**src/rtl/fb_pkg.sv**
```systemverilog
// Shared widths, default latency and the per-cycle slot decision type for the
// frame-buffer arbiter.
package fb_pkg;
  localparam int FB_ADDR_W  = 20;
  localparam int FB_DATA_W  = 8;
  localparam int FB_MEM_LAT = 1;

  typedef enum logic [1:0] {
    SLOT_IDLE,
    SLOT_READ,
    SLOT_BLANK,
    SLOT_WRITE
  } slot_t;
endpackage

```
**src/rtl/fb_wr_fifo.sv**
```systemverilog
// Two-entry write FIFO for the pixel writer; registered occupancy, async and
// sync clear.
module fb_wr_fifo #(
  parameter int ADDR_W = 20,
  parameter int DATA_W = 8
) (
  input  logic              clk,
  input  logic              n_rst,
  input  logic              s_rst,
  input  logic              push,
  input  logic              pop,
  input  logic [ADDR_W-1:0] push_addr,
  input  logic [DATA_W-1:0] push_data,
  output logic [ADDR_W-1:0] head_addr,
  output logic [DATA_W-1:0] head_data,
  output logic [1:0]        count,
  output logic              full,
  output logic              empty
);
  logic [ADDR_W-1:0] addr_q [2];
  logic [DATA_W-1:0] data_q [2];
  logic              wr_ptr;
  logic              rd_ptr;
  logic              do_push;
  logic              do_pop;

  assign full    = (count == 2'd2);
  assign empty   = (count == 2'd0);
  assign do_push = push & ~full;
  assign do_pop  = pop & ~empty;

  assign head_addr = addr_q[rd_ptr];
  assign head_data = data_q[rd_ptr];

  always_ff @(posedge clk or negedge n_rst) begin
    if (!n_rst) begin
      wr_ptr <= 1'b0;
      rd_ptr <= 1'b0;
      count  <= 2'd0;
    end else if (s_rst) begin
      wr_ptr <= 1'b0;
      rd_ptr <= 1'b0;
      count  <= 2'd0;
    end else begin
      if (do_push) wr_ptr <= ~wr_ptr;
      if (do_pop)  rd_ptr <= ~rd_ptr;
      case ({do_push, do_pop})
        2'b10:   count <= count + 2'd1;
        2'b01:   count <= count - 2'd1;
        default: count <= count;
      endcase
    end
  end

  // Payload needs no reset: it is only observed while count is non-zero.
  always_ff @(posedge clk) begin
    if (do_push) begin
      addr_q[wr_ptr] <= push_addr;
      data_q[wr_ptr] <= push_data;
    end
  end
endmodule

```
**src/rtl/fb_arbiter.sv**
```systemverilog
// Frame-buffer SRAM arbiter: display reads always win, buffered writes fill
// the remaining cycles, pixels come out MEM_LAT clk after the read strobe.
//   slot       | meaning
//   SLOT_IDLE  | no memory access this cycle
//   SLOT_READ  | display fetch at disp_addr
//   SLOT_BLANK | blank pixel slot, nothing queued to write
//   SLOT_WRITE | pop FIFO head into the SRAM
module fb_arbiter
  import fb_pkg::*;
#(
  parameter int ADDR_W  = FB_ADDR_W,
  parameter int DATA_W  = FB_DATA_W,
  parameter int MEM_LAT = FB_MEM_LAT
) (
  input  logic              clk,
  input  logic              n_rst,
  input  logic              s_rst,
  input  logic              enable,
  input  logic              pixel_clk,
  input  logic              disp_active,
  input  logic [ADDR_W-1:0] disp_addr,
  input  logic              wr_valid,
  input  logic [ADDR_W-1:0] wr_addr,
  input  logic [DATA_W-1:0] wr_data,
  output logic              wr_ready,
  output logic [ADDR_W-1:0] mem_addr,
  output logic [DATA_W-1:0] mem_wdata,
  output logic              mem_we,
  output logic              mem_re,
  input  logic [DATA_W-1:0] mem_rdata,
  output logic [DATA_W-1:0] pix_data,
  output logic              pix_valid,
  output logic [1:0]        wr_count
);
  slot_t             slot_d;
  slot_t             slot_q;
  logic [ADDR_W-1:0] head_addr;
  logic [DATA_W-1:0] head_data;
  logic              fifo_full;
  logic              fifo_empty;
  logic              pop;
  logic [MEM_LAT:0]  pipe_v;
  logic [MEM_LAT:0]  pipe_rd;

  assign wr_ready = ~fifo_full;
  assign pop      = (slot_d == SLOT_WRITE);

  fb_wr_fifo #(
    .ADDR_W (ADDR_W),
    .DATA_W (DATA_W)
  ) u_fifo (
    .clk       (clk),
    .n_rst     (n_rst),
    .s_rst     (s_rst),
    .push      (wr_valid),
    .pop       (pop),
    .push_addr (wr_addr),
    .push_data (wr_data),
    .head_addr (head_addr),
    .head_data (head_data),
    .count     (wr_count),
    .full      (fifo_full),
    .empty     (fifo_empty)
  );

  // Registered count gates the pop, so a fresh push is written no earlier
  // than the following clk.
  always_comb begin
    slot_d = SLOT_IDLE;
    if (enable) begin
      if (pixel_clk && disp_active) slot_d = SLOT_READ;
      else if (!fifo_empty)         slot_d = SLOT_WRITE;
      else if (pixel_clk)           slot_d = SLOT_BLANK;
    end
  end

  always_ff @(posedge clk or negedge n_rst) begin
    if (!n_rst) begin
      slot_q    <= SLOT_IDLE;
      mem_addr  <= '0;
      mem_wdata <= '0;
      pipe_v    <= '0;
      pipe_rd   <= '0;
    end else if (s_rst) begin
      slot_q    <= SLOT_IDLE;
      mem_addr  <= '0;
      mem_wdata <= '0;
      pipe_v    <= '0;
      pipe_rd   <= '0;
    end else begin
      slot_q <= slot_d;
      case (slot_d)
        SLOT_READ:  mem_addr <= disp_addr;
        SLOT_WRITE: begin
          mem_addr  <= head_addr;
          mem_wdata <= head_data;
        end
        default: ;
      endcase
      // Stage 0 lines up with the strobe; the last stage with returning data.
      pipe_v  <= {pipe_v[MEM_LAT-1:0], enable & pixel_clk};
      pipe_rd <= {pipe_rd[MEM_LAT-1:0], disp_active};
    end
  end

  assign mem_re    = (slot_q == SLOT_READ);
  assign mem_we    = (slot_q == SLOT_WRITE);
  assign pix_valid = pipe_v[MEM_LAT];
  assign pix_data  = (pipe_v[MEM_LAT] && pipe_rd[MEM_LAT]) ? mem_rdata : '0;
endmodule

```
**config.mk**
```make
export PLATFORM = sky130hd
export DESIGN_NAME = fb_arbiter
export DESIGN_NICKNAME = d
export VERILOG_FILES = /design/src/rtl/fb_pkg.sv /design/src/rtl/fb_wr_fifo.sv /design/src/rtl/fb_arbiter.sv
export SDC_FILE = /design/constraint.sdc
export NUM_CORES = 1
export LEC_CHECK = 0
export ABC_AREA = 1
export ABC_CLOCK_PERIOD_IN_PS = 3300
export CORE_AREA = 4 4 95 97
export CTS_CLUSTER_DIAMETER = 40
export DETAILED_ROUTE_END_ITERATION = 8
export DIE_AREA = 0 0 99 101
export PLACE_DENSITY = 0.87
export SYNTH_ARGS = -nofsm -noshare
export SYNTH_HDL_FRONTEND = slang
export SYNTH_SLANG_ARGS = --single-unit
```
**constraint.sdc**
```tcl
create_clock -name clk -period 3.3 [get_ports clk]
set_clock_uncertainty 0.2 [all_clocks]
set_input_delay 0.825 -clock clk [delete_from_list [all_inputs] [get_ports clk]]
set_output_delay 0.825 -clock clk [all_outputs]
set_load 0.05 [all_outputs]
```
=== Word-level counts from Yosys, hierarchy flattened ===
Memories as Yosys holds them, arrays and structs flattened.
Index checks and enable logic that the tools add are counted.

* Output and inout port bits: 42
* Flip-flop bits (word level): 38
* Input bits: 63
* Word-level logic and storage cells: 54
* Memories: 2
* Bits in writable memories: 56

* Bitwise operators: 7
* Reduce and logical (&&, ||, !) cells: 8
* Eq/ne operators: 7
* $add $sub $neg: 2
* Muxes and demuxes: 20

{| class="wikitable"
|+ Memories
! name !! depth !! bits a word !! read ports !! clocked after Yosys merged registers in !! wr ports !! line !! RTL
|-
| u_fifo.addr_q || 2 || 20 || 1 || 0 || 1 || fb_wr_fifo.sv:20 || <nowiki>logic [ADDR_W-1:0] addr_q [2];</nowiki>
|-
| u_fifo.data_q || 2 || 8 || 1 || 0 || 1 || fb_wr_fifo.sv:21 || <nowiki>logic [DATA_W-1:0] data_q [2];</nowiki>
|}

{| class="wikitable"
|+ Operators by type and width
! kind !! count
|-
| $pmux 20 s2 || 1
|-
| $mux 8 || 3
|-
| $mux 20 || 1
|-
| $mux 2 || 8
|-
| $eq 2x2->1 const B || 4
|-
| $eq 2x1->1 const B || 3
|-
| $mux 1 || 6
|-
| $reduce_bool 2->1 || 3
|-
| $reduce_bool 3->1 || 2
|-
| $not 1->1 || 4
|-
| $pmux 2 s2 || 1
|-
| $and 1x1->1 || 3
|-
| $add 2x1->2 const B || 1
|-
| $logic_and 1x1->1 || 2
|-
| $logic_not 2->1 || 1
|-
| $sub 2x1->2 const B || 1
|}

=== Depth between registers and ports, before layout ===
Gate-level depths: netlist of run 1.

* Word-level depth: 9
* Gate-level depth with buffers: 9
* Gate-level depth less buffers: 8

=== Cells and area by module ===
A second synthesis of run 1 with hierarchy kept.

* Cells, all modules: 442
* Area total of the unflattened synthesis: 4124.0 µm²

{| class="wikitable"
|+ By module, submodules not included
! module !! seq. area each (µm²) !! times used !! area an instance (µm²) !! cells each
|-
| fb_wr_fifo || 1781.7 || 1 || 2303.5 || 185
|-
| fb_arbiter || 850.8 || 1 || 1820.5 || 257
|}

=== Worst setup path before layout of run 1 ===
No wires, ideal clock.

* Path type: reg2reg
* Start point: reg u_fifo.count[0]
* End point: mem u_fifo.addr_q[1][0] (enable)
* Path slack: 0.064 ns
* Data arrival time: 2.622 ns
* Cell stages (with the launch flop): 5
* Required time: 2.686 ns
* Setup time: 0.414 ns
* Clock period less this slack: 3.236 ns
* Path buffers: 0
* Cell sequence: dfrtp_1 -> inv_1 -> nand2_1 -> nand2_1 -> nor2_1

* Word-level cells in the longest chain between the ends: 5

{| class="wikitable"
|+ RTL lines
! what !! line !! RTL
|-
| start, declared || fb_wr_fifo.sv:16 || <nowiki>output logic [1:0] count,</nowiki>
|-
| start signal, assigned || fb_wr_fifo.sv:48 || <nowiki>2'b10: count <= count + 2'd1;</nowiki>
|-
| start signal, assigned || fb_wr_fifo.sv:49 || <nowiki>2'b01: count <= count - 2'd1;</nowiki>
|-
| start signal, assigned || fb_wr_fifo.sv:50 || <nowiki>default: count <= count;</nowiki>
|-
| $eq 2x2->1 || fb_wr_fifo.sv:27 || <nowiki>assign full = (count == 2'd2);</nowiki>
|-
| $not 1->1 || -- ||
|-
| net wr_ready || fb_arbiter.sv:25 || <nowiki>output logic wr_ready,</nowiki>
|-
| $and 1x1->1 || fb_wr_fifo.sv:29 || <nowiki>assign do_push = push & ~full;</nowiki>
|-
| $mux 1 || fb_wr_fifo.sv:57 || <nowiki>if (do_push) begin</nowiki>
|-
| $mux 1 (implied by the code) || fb_wr_fifo.sv:58 || <nowiki>addr_q[wr_ptr] <= push_addr;</nowiki>
|-
| end, declared || fb_wr_fifo.sv:20 ||
|}

The timed path passes the listed nets, and every way through them passes these cells.

=== Worst setup path after layout of run 1 ===
* Start point: reg u_fifo.count[0]
* End point: out wr_ready

* Word-level cells in the longest chain between the ends: 2

{| class="wikitable"
|+ RTL lines
! what !! line !! RTL
|-
| $eq 2x2->1 || fb_wr_fifo.sv:27 ||
|-
| $not 1->1 || fb_arbiter.sv:45 || <nowiki>assign wr_ready = ~fifo_full;</nowiki>
|-
| end, declared || fb_arbiter.sv:25 ||
|}

Every way passes these cells.

==> results of run 1 <==
==> power by group <==
part	switching (mW)	internal (mW)	total (mW)
sequential	0.0415	1.34	1.38
clock	0.406	0.513	0.920
combinational	0.429	0.240	0.669
total	0.877	2.10	2.97
==> cell families after synthesis <==
kind of cell | count (synthesis)
simple gates | 169
flops | 94
buf+inv | 60
compound gates | 33
mux | 8
==> sequential cells by signal, indices dropped and copies added, names as in the netlist <==
name           cells
u_fifo.addr_q     40
u_fifo.count       2
pipe_rd            2
u_fifo.rd_ptr      1
u_fifo.data_q     16
mem_addr          20
u_fifo.wr_ptr      1
pipe_v             2
mem_wdata          8
slot_q             2
==> worst max-delay path: cells and delay by family (launching register included) <==
kind | cells | cell delay (ps)
buffers and inverters | 2 | 880
DFF | 1 | 500
and+or+nand+nor | 1 | 80
==> layout make-up <==
class | instances | share of cell area, %
flip-flops and latches | 94 | 49.3
repair buffers | 108 | 21.9
multi-input cells | 210 | 18.6
inverters | 44 | 3.09
well taps | 105 | 2.46
clock buffers | 10 | 2.39
clock inverters | 6 | 2.23
==> routing by layer <==
| metal | part of all wire, % | GRT usage (%) |
|---|---|---|
| met5 | 0 | 0 |
| met2 | 54 | 33.3 |
| met3 | 6.7 | 3.53 |
| met4 | 1.4 | 6.83 |
| met1 | 38 | 20.2 |
==> worst paths after layout <==
kind	endpoint	start	slack (ps)
max in group asynchronous	slot_q[1]$_DFF_PN0_	n_rst	1970
worst min register to register	pipe_v[1]$_DFF_PN0_	pipe_v[0]$_DFF_PN0_	270
worst max-delay path	wr_ready	u_fifo.count[0]$_DFFE_PN0P_	480
worst min-delay path	pipe_v[1]$_DFF_PN0_	pipe_v[0]$_DFF_PN0_	270
min in group asynchronous	mem_wdata[3]$_DFFE_PN0P_	n_rst	380
worst max register to register	u_fifo.addr_q[1][16]$_DFFE_PP_	u_fifo.count[0]$_DFFE_PN0P_	1330
==> cell usage in the layout (no fill, tap or decap) <==
cell / n
nand2_1: 73
clkbuf_8: 9
mux2i_1: 8
dfrtp_1: 38
nor2_1: 54
nor3_1: 1
buf_2: 1
and2_4: 1
inv_8: 1
o21ai_0: 24
inv_2: 1
clkdlybuf4s50_1: 95
edfxtp_1: 56
nor2_4: 4
buf_12: 10
clkbuf_1: 1
nand2_2: 2
inv_1: 43
inv_6: 1
buf_4: 2
nand3_1: 26
a21oi_2: 1
nand3_2: 3
nand4_1: 4
clkinv_4: 1
o21ai_1: 5
nor2_2: 1
bufinv_16: 3
a211oi_1: 1
a21oi_1: 2
==> out/results.tsv, run 1 <==
metric	value	unit
Startpoint Class	register	
area of the multi-input gates	991	um^2
Synth Area in Compound Gates	4.42	%
f_max	354	MHz
Least-Margin Pin Slew	864	ps
area of the core	8130	um^2
Synth top cells by count	nand2_1 (73), nor2_1 (57), edfxtp_1 (56)	
setup violators final	0	
worst-path cell chain	inv_1 -> nand2_1 -> clkdlybuf4s50_1	
Avg Synthesized Cell Area	10.6	um^2
post_cts resized	0	
XOR/XNOR share of the synthesized area	0	%
design area	5340	um^2
Die W	99	um
crit share post-route	85.6	%
final hold vios	0	
pwr dens	557	nW/um^2
Area Growth Syn to Fin	37.7	%
count of cell types in the netlist	24	
Crit Path Class	register to output pin	
die height	101	um
Setup TNS	0	ps
asr flop ratio synth	40.4	%
crit path time final	2820	ps
ANT cells	0	
unrepaired setup endpoints after global routing	no	
share of layout cells above drive strength 1	8.69	%
Adder-Cell Fraction of Synth Area	0	%
Inserted Clock Buffers	9	
WHS Path Cells	2	
synth warn	0	
# DRC	0	
CP endpoint kind	output pin	
Simple-Gate Fraction of Synth Area	18.6	%
DR pass1 iterations	4	
Post-Syn Area	3870	um^2
Sinks on Clock Net	94	
Initial Util	47.6	%
Routed wire per std cell	15.3	um
Worst Path Required	2270	ps
Lkg Pwr	2.32	nW
Placed Area	5090	um^2
most common cell in the netlist	nand2_1	
PortBufs	104	
clock tree buffer depth	2	
Synthesized Nets	427	
CTS Hold Bufs	0	
Vias per Instance	4.91	
initial drt markers	125	
first-pass GRT wire length	13900	um
fin nets	530	
Rows	33	
antenna violations before repair	0	
area leader, netlist	edfxtp_1	
Synth top area share	43.4	%
CP max stage cell	clkdlybuf4s50_1	
Synth area leaders	edfxtp_1 (43%), dfrtp_1 (25%), nand2_1 (7.1%)	
relative slew slack	42.4	%
Cells after DPL	561	
worst setup margin	476	ps
GPL Wtd Cong	0.790	
CP peak stage delay	810	ps
status	completed	
clk_lat worst skew	350	ps
EDFF count, synth	56	
Worst Path Max Fanout	7	
die area	10000	um^2
main combinational cell family by area after synthesis	simple AND/OR/NAND/NOR gates	
VDD IR max	0.000374	V
CTS tree	yes	
vias in the first global route	2917	
final std cells w/o fill	577	
Max Cap Viol	0	
# fillers	618	
hold crit path type	register to register	
mux contribution to synthesized area	2.07	%
worst slack, placed	554	ps
Critical Path AT	1800	ps
ANT nets after route	0	
total power	2.97	mW
Reg clk slew, reported paths	90	ps
H-tree levels	3	
pin count of the biggest net entering global routing	39	
utilization after layout	65.6	%
Global Route Usage Sum	17.9	%
Post-Syn Instances	364	
cell chosen for the clock root	clkbuf_8	
Slew Limit Fails	0	
drt total wl	8820	um
worst r2r path cells	5	
postcts setup bufs	0	
#FFs+latches synth	94	
DPL Wire Length	5990	um
most common flop cell mapped by yosys	edfxtp_1	
via count	2833	
# IOs	105	
GRT Residual Overflow	0	
Storage cell area	2630	um^2
Min Hold Slack	266	ps
register area share after synthesis	67.9	%
Power figures use the tool's default switching activity.
==> inputs of run 2 (changes only) <==
Settings changed: CELL_PAD_IN_SITES_DETAIL_PLACEMENT set to 1, CELL_PAD_IN_SITES_GLOBAL_PLACEMENT set to 1, CORE_AREA 4 4 95 97 to 10 10 114 116, DIE_AREA 0 0 99 101 to 0 0 124 126, PLACE_DENSITY 0.87 to 0.86.
==> out/results.tsv, run 2 (synthesis gave the netlist of run 1 again) <==
metric	value	unit
status	completed	
CTS tree	yes	
pin count of the biggest net entering global routing	39	
Global Route Usage Sum	14.9	%
post_cts resized	0	
die height	126	um
area of the core	10700	um^2
Lkg Pwr	2.29	nW
Vias per Instance	4.78	
via count	2942	
crit path time final	2860	ps
Worst R2R End	u_fifo.addr_q[0][15]$_DFFE_PP_	
Worst Path Required	2270	ps
vias in the first global route	3407	
worst-path cell chain	inv_1 -> nand2_1 -> clkdlybuf4s50_1	
# IOs	105	
ANT cells	0	
Worst Path Max Fanout	7	
relative slew slack	39.4	%
Least-Margin Pin Slew	909	ps
Placed Area	5160	um^2
Min Hold Slack	267	ps
Inserted Clock Buffers	9	
largest registers	u_fifo.addr_q x40, mem_addr x20, u_fifo.data_q x16	
share of layout cells above drive strength 1	9.24	%
clock tree buffer depth	2	
CP endpoint kind	output pin	
GRT Residual Overflow	0	
ANT nets after route	0	
Bufs and invs on worst path	2	
clk_lat worst skew	350	ps
commonest cells after routing, fill and taps aside	clkdlybuf4s50_1 (95), nand2_1 (73), edfxtp_1 (56)	
min-delay src	pipe_v[0]$_DFF_PN0_	
WHS Path Cells	2	
initial drt markers	141	
logic gate share of total power	25.3	%
Sw Share	32.7	%
# DRC	0	
Slew Limit Fails	0	
CP max stage cell	clkdlybuf4s50_1	
CTS Hold Bufs	0	
Max Cap Viol	0	
fin nets	534	
Crit Path Class	register to output pin	
antenna violations before repair	0	
PortBufs	104	
Initial Util	36.2	%
hold crit path type	register to register	
Rows	38	
pwr dens	518	nW/um^2
Sinks on Clock Net	94	
Clock Power Share	24.4	%
design area	5330	um^2
DR pass1 iterations	4	
critical path's top delay family	buffers and inverters	
DPL Wire Length	8210	um
Die W	124	um
Startpoint Class	register	
drt total wl	11300	um
P_sw	0.902	mW
Critical Path AT	1830	ps
power share of the sequential group	50.2	%
Area Growth Syn to Fin	37.6	%
H-tree levels	3	
internal power	1.86	mW
number of flip-flops in the largest register	40	
final hold vios	0	
CP peak stage delay	810	ps
GPL Wtd Cong	0.768	
Setup TNS	0	ps
Reg clk slew, reported paths	90	ps
crit share post-route	86.7	%
commonest non-fill, non-tap cell in the layout	clkdlybuf4s50_1	
worst r2r path cells	5	
Biggest register	u_fifo.addr_q	
first-pass GRT wire length	18100	um
worst r2r src	u_fifo.count[0]$_DFFE_PN0P_	
setup violators final	0	
f_max	350	MHz
unrepaired setup endpoints after global routing	no	
die area	15600	um^2
postcts setup bufs	0	
hold path endpoint	pipe_v[1]$_DFF_PN0_	
Routed wire per std cell	18.4	um
VDD IR max	0.000325	V
Reg2Reg Setup Slack	1260	ps
cell chosen for the clock root	clkbuf_8	
## run 2: cell count changes in the layout (fill, tap and decap cells not counted)
| cell | before | now |
|---|---|---|
| buf_4 | 2 | 6 |
| clkinv_4 | 1 | 0 |
| clkinv_1 | 0 | 1 |
| bufinv_16 | 3 | 0 |
| clkinvlp_4 | 0 | 2 |
| clkinv_2 | 0 | 2 |
| inv_8 | 1 | 0 |
## run 2: area by class of cell
type / count / area, um^2
multi-input combinational: 210 / 991
inverter: 44 / 165
clock inverter: 6 / 37.5
clock buffer: 10 / 128
fill: 1186 / 5370
sequential: 94 / 2630
timing repair buffer: 112 / 1200
tap: 140 / 175
## run 2: power by group through the flow
stage | logic (mW) | clock network, mW | registers (mW)
6_report | 0.700 | 0.675 | 1.39
5_1_grt | 0.773 | 0.744 | 1.39
4_1_cts | 0.717 | 0.691 | 1.39
3_5_place_dp | 0.714 | 0 | 1.41
3_3_place_gp | 0.677 | 0 | 1.41
2_1_floorplan | 0.310 | 0 | 1.53
## run 2: stage by stage
stage	setup WS (ps)	instances	power [mW]	utilization, %
floorplan	63.7	364	1.84	-
global placement	593	600	2.08	48.3
detailed placement	492	600	2.13	48.3
CTS	394	616	2.79	49.8
global route	329	616	2.91	49.8
finish	440	616	2.76	49.8
## run 2: routing by layer
metal | track usage (%) | vias to the layer above | wire (um)
met2 | 27.0 | 69 | 6150
met1 | 16.3 | 1472 | 4450
met4 | 4.13 | 0 | 92
li1 | - | 1395 | -
met3 | 4.38 | 6 | 630
met5 | 0 | - | 0
## run 2: worst max path at each step
stage	start	end	slack, ps	cells past startpoint
final	u_fifo.count[0]$_DFFE_PN0P_	wr_ready	440	3
after global placement	mem_rdata[3]	pix_data[3]	590	4
after global routing	u_fifo.count[0]$_DFFE_PN0P_	wr_ready	330	3
after detailed placement	pixel_clk	mem_addr[0]$_DFFE_PN0P_	490	9
after floorplan	u_fifo.count[0]$_DFFE_PN0P_	u_fifo.addr_q[1][0]$_DFFE_PP_	60	4
after CTS	u_fifo.count[0]$_DFFE_PN0P_	wr_ready	390	3
## run 2: worst min-delay path, delay by kind of cell, from the launching register on
| kind | cells | cell delay [ps] |
|---|---|---|
| DFF | 1 | 330 |
| and+or+nand+nor | 1 | 70 |
| buffers and inverters | 1 | 30 |
==> inputs of run 3 (changes only) <==
Settings changed: RECOVER_POWER set to 50.
==> out/results.tsv, run 3 (synthesis gave the netlist of run 1 again) <==
metric	value	unit
status	finished, violations left	
failing checks	capacitance limit, slew limit	
Initial Util	36.2	%
Crit Path Class	primary input to register	
Routed wire per std cell	18.3	um
worst setup margin	312	ps
largest registers	u_fifo.addr_q x40, mem_addr x20, u_fifo.data_q x16	
fin nets	534	
final std cells w/o fill	616	
crit share post-route	90.5	%
end of the critical path	u_fifo.addr_q[0][15]$_DFFE_PP_	
ANT cells	0	
CP endpoint kind	register	
hold crit path type	register to register	
Biggest register	u_fifo.addr_q	
Inserted Clock Buffers	9	
Reg2Reg Setup Slack	700	ps
DPL Wire Length	8210	um
pin count of the biggest net entering global routing	39	
crit path time final	2990	ps
# IOs	105	
Lkg Pwr	2.29	nW
commonest non-fill, non-tap cell in the layout	nand2_1	
H-tree levels	3	
pwr dens	517	nW/um^2
initial drt markers	147	
drt total wl	11300	um
antenna violations before repair	0	
Critical Path AT	2850	ps
postcts setup bufs	0	
clock tree buffer depth	2	
Die W	124	um
CTS tree	yes	
PortBufs	104	
cell chosen for the clock root	clkbuf_8	
vias in the first global route	3407	
clk_lat worst skew	350	ps
Worst Path Required	3160	ps
area of the core	10700	um^2
Vias per Instance	4.80	
VDD IR max	0.000323	V
ANT nets after route	0	
Rows	38	
share of layout cells above drive strength 1	8.40	%
f_max	335	MHz
CP startpoint	wr_valid	
worst r2r path cells	5	
commonest cells after routing, fill and taps aside	nand2_1 (73), clkdlybuf4s50_1 (65), nor2_1 (56), edfxtp_1 (56), inv_1 (43)	
worst r2r src	u_fifo.count[0]$_DFFE_PN0P_	
post_cts resized	0	
die area	15600	um^2
Least-Margin Pin Slew	2170	ps
CTS Hold Bufs	0	
Sinks on Clock Net	94	
unrepaired setup endpoints after global routing	no	
number of flip-flops in the largest register	40	
worst slack, placed	492	ps
Setup TNS	0	ps
Area Growth Syn to Fin	37.0	%
first-pass GRT wire length	18100	um
Reg clk slew, reported paths	90	ps
via count	2955	
Slew Limit Fails	39	
relative slew slack	-45.0	%
Startpoint Class	primary input	
Worst R2R End	u_fifo.addr_q[0][15]$_DFFE_PP_	
GRT Residual Overflow	0	
Max Cap Viol	1	
final hold vios	0	
# DRC	0	
Global Route Usage Sum	14.9	%
die height	126	um
Cells after DPL	600	
setup violators final	0	
DR pass1 iterations	4	
GPL Wtd Cong	0.768	
Worst Path Max Fanout	16	
## run 3: cell types whose count changed in the layout (fill, tap and decap cells not counted)
cell,delta
clkdlybuf4s50_1,-30
dlygate4sd3_1,+30
clkbuf_1,+2
nor2_1,+2
nor2_4,-2
buf_2,-1
buf_4,-1
## run 3: worst min path at each step
stage	slack (ps)	cells after the start	start	endpoint
finish	270	2	pipe_v[0]$_DFF_PN0_	pipe_v[1]$_DFF_PN0_
global route	320	2	pipe_v[0]$_DFF_PN0_	pipe_v[1]$_DFF_PN0_
CTS	270	2	pipe_v[0]$_DFF_PN0_	pipe_v[1]$_DFF_PN0_
detailed placement	250	2	pipe_v[0]$_DFF_PN0_	pipe_v[1]$_DFF_PN0_
global placement	250	2	pipe_v[0]$_DFF_PN0_	pipe_v[1]$_DFF_PN0_
floorplan	230	2	pipe_rd[0]$_DFF_PN0_	pipe_rd[1]$_DFF_PN0_
## run 3: where the power goes
group | leakage (nW) | internal [mW] | switching [mW] | total [mW]
Combinational | 1.18 | 0.235 | 0.453 | 0.688
Clock | 0.0801 | 0.272 | 0.401 | 0.674
Sequential | 1.04 | 1.34 | 0.0432 | 1.39
## run 3: worst max-delay path, cell delays in order
cell,delay [ps]
dlygate4sd3_1,570
nand2_1,140
nor2_1,1040
buf_12,260
## run 3: per-layer routing
layer,track usage (%),vias up,wire length [um]
met3,4.38,6,689
met2,27.0,75,6130
met4,4.13,0,92
met1,16.3,1478,4340
li1,-,1396,-
met5,0,-,0
## run 3: layout make-up
class / instances / area, um^2
fill: 1189 / 5390
sequential: 94 / 2630
timing repair buffer: 112 / 1200
multi-input combinational: 210 / 976
tap: 140 / 175
inverter: 44 / 165
clock buffer: 10 / 128
clock inverter: 6 / 37.5
## run 3: metrics by stage
stage	hold slack [ps]	cell area [um^2]	util, %	total power, mW
after global routing	316	5310	49.6	2.90
after floorplan	234	3870	-	1.84
after detailed placement	249	5160	48.3	2.13
after global placement	249	5160	48.3	2.08
after CTS	270	5330	49.8	2.79
final	267	5310	49.6	2.75
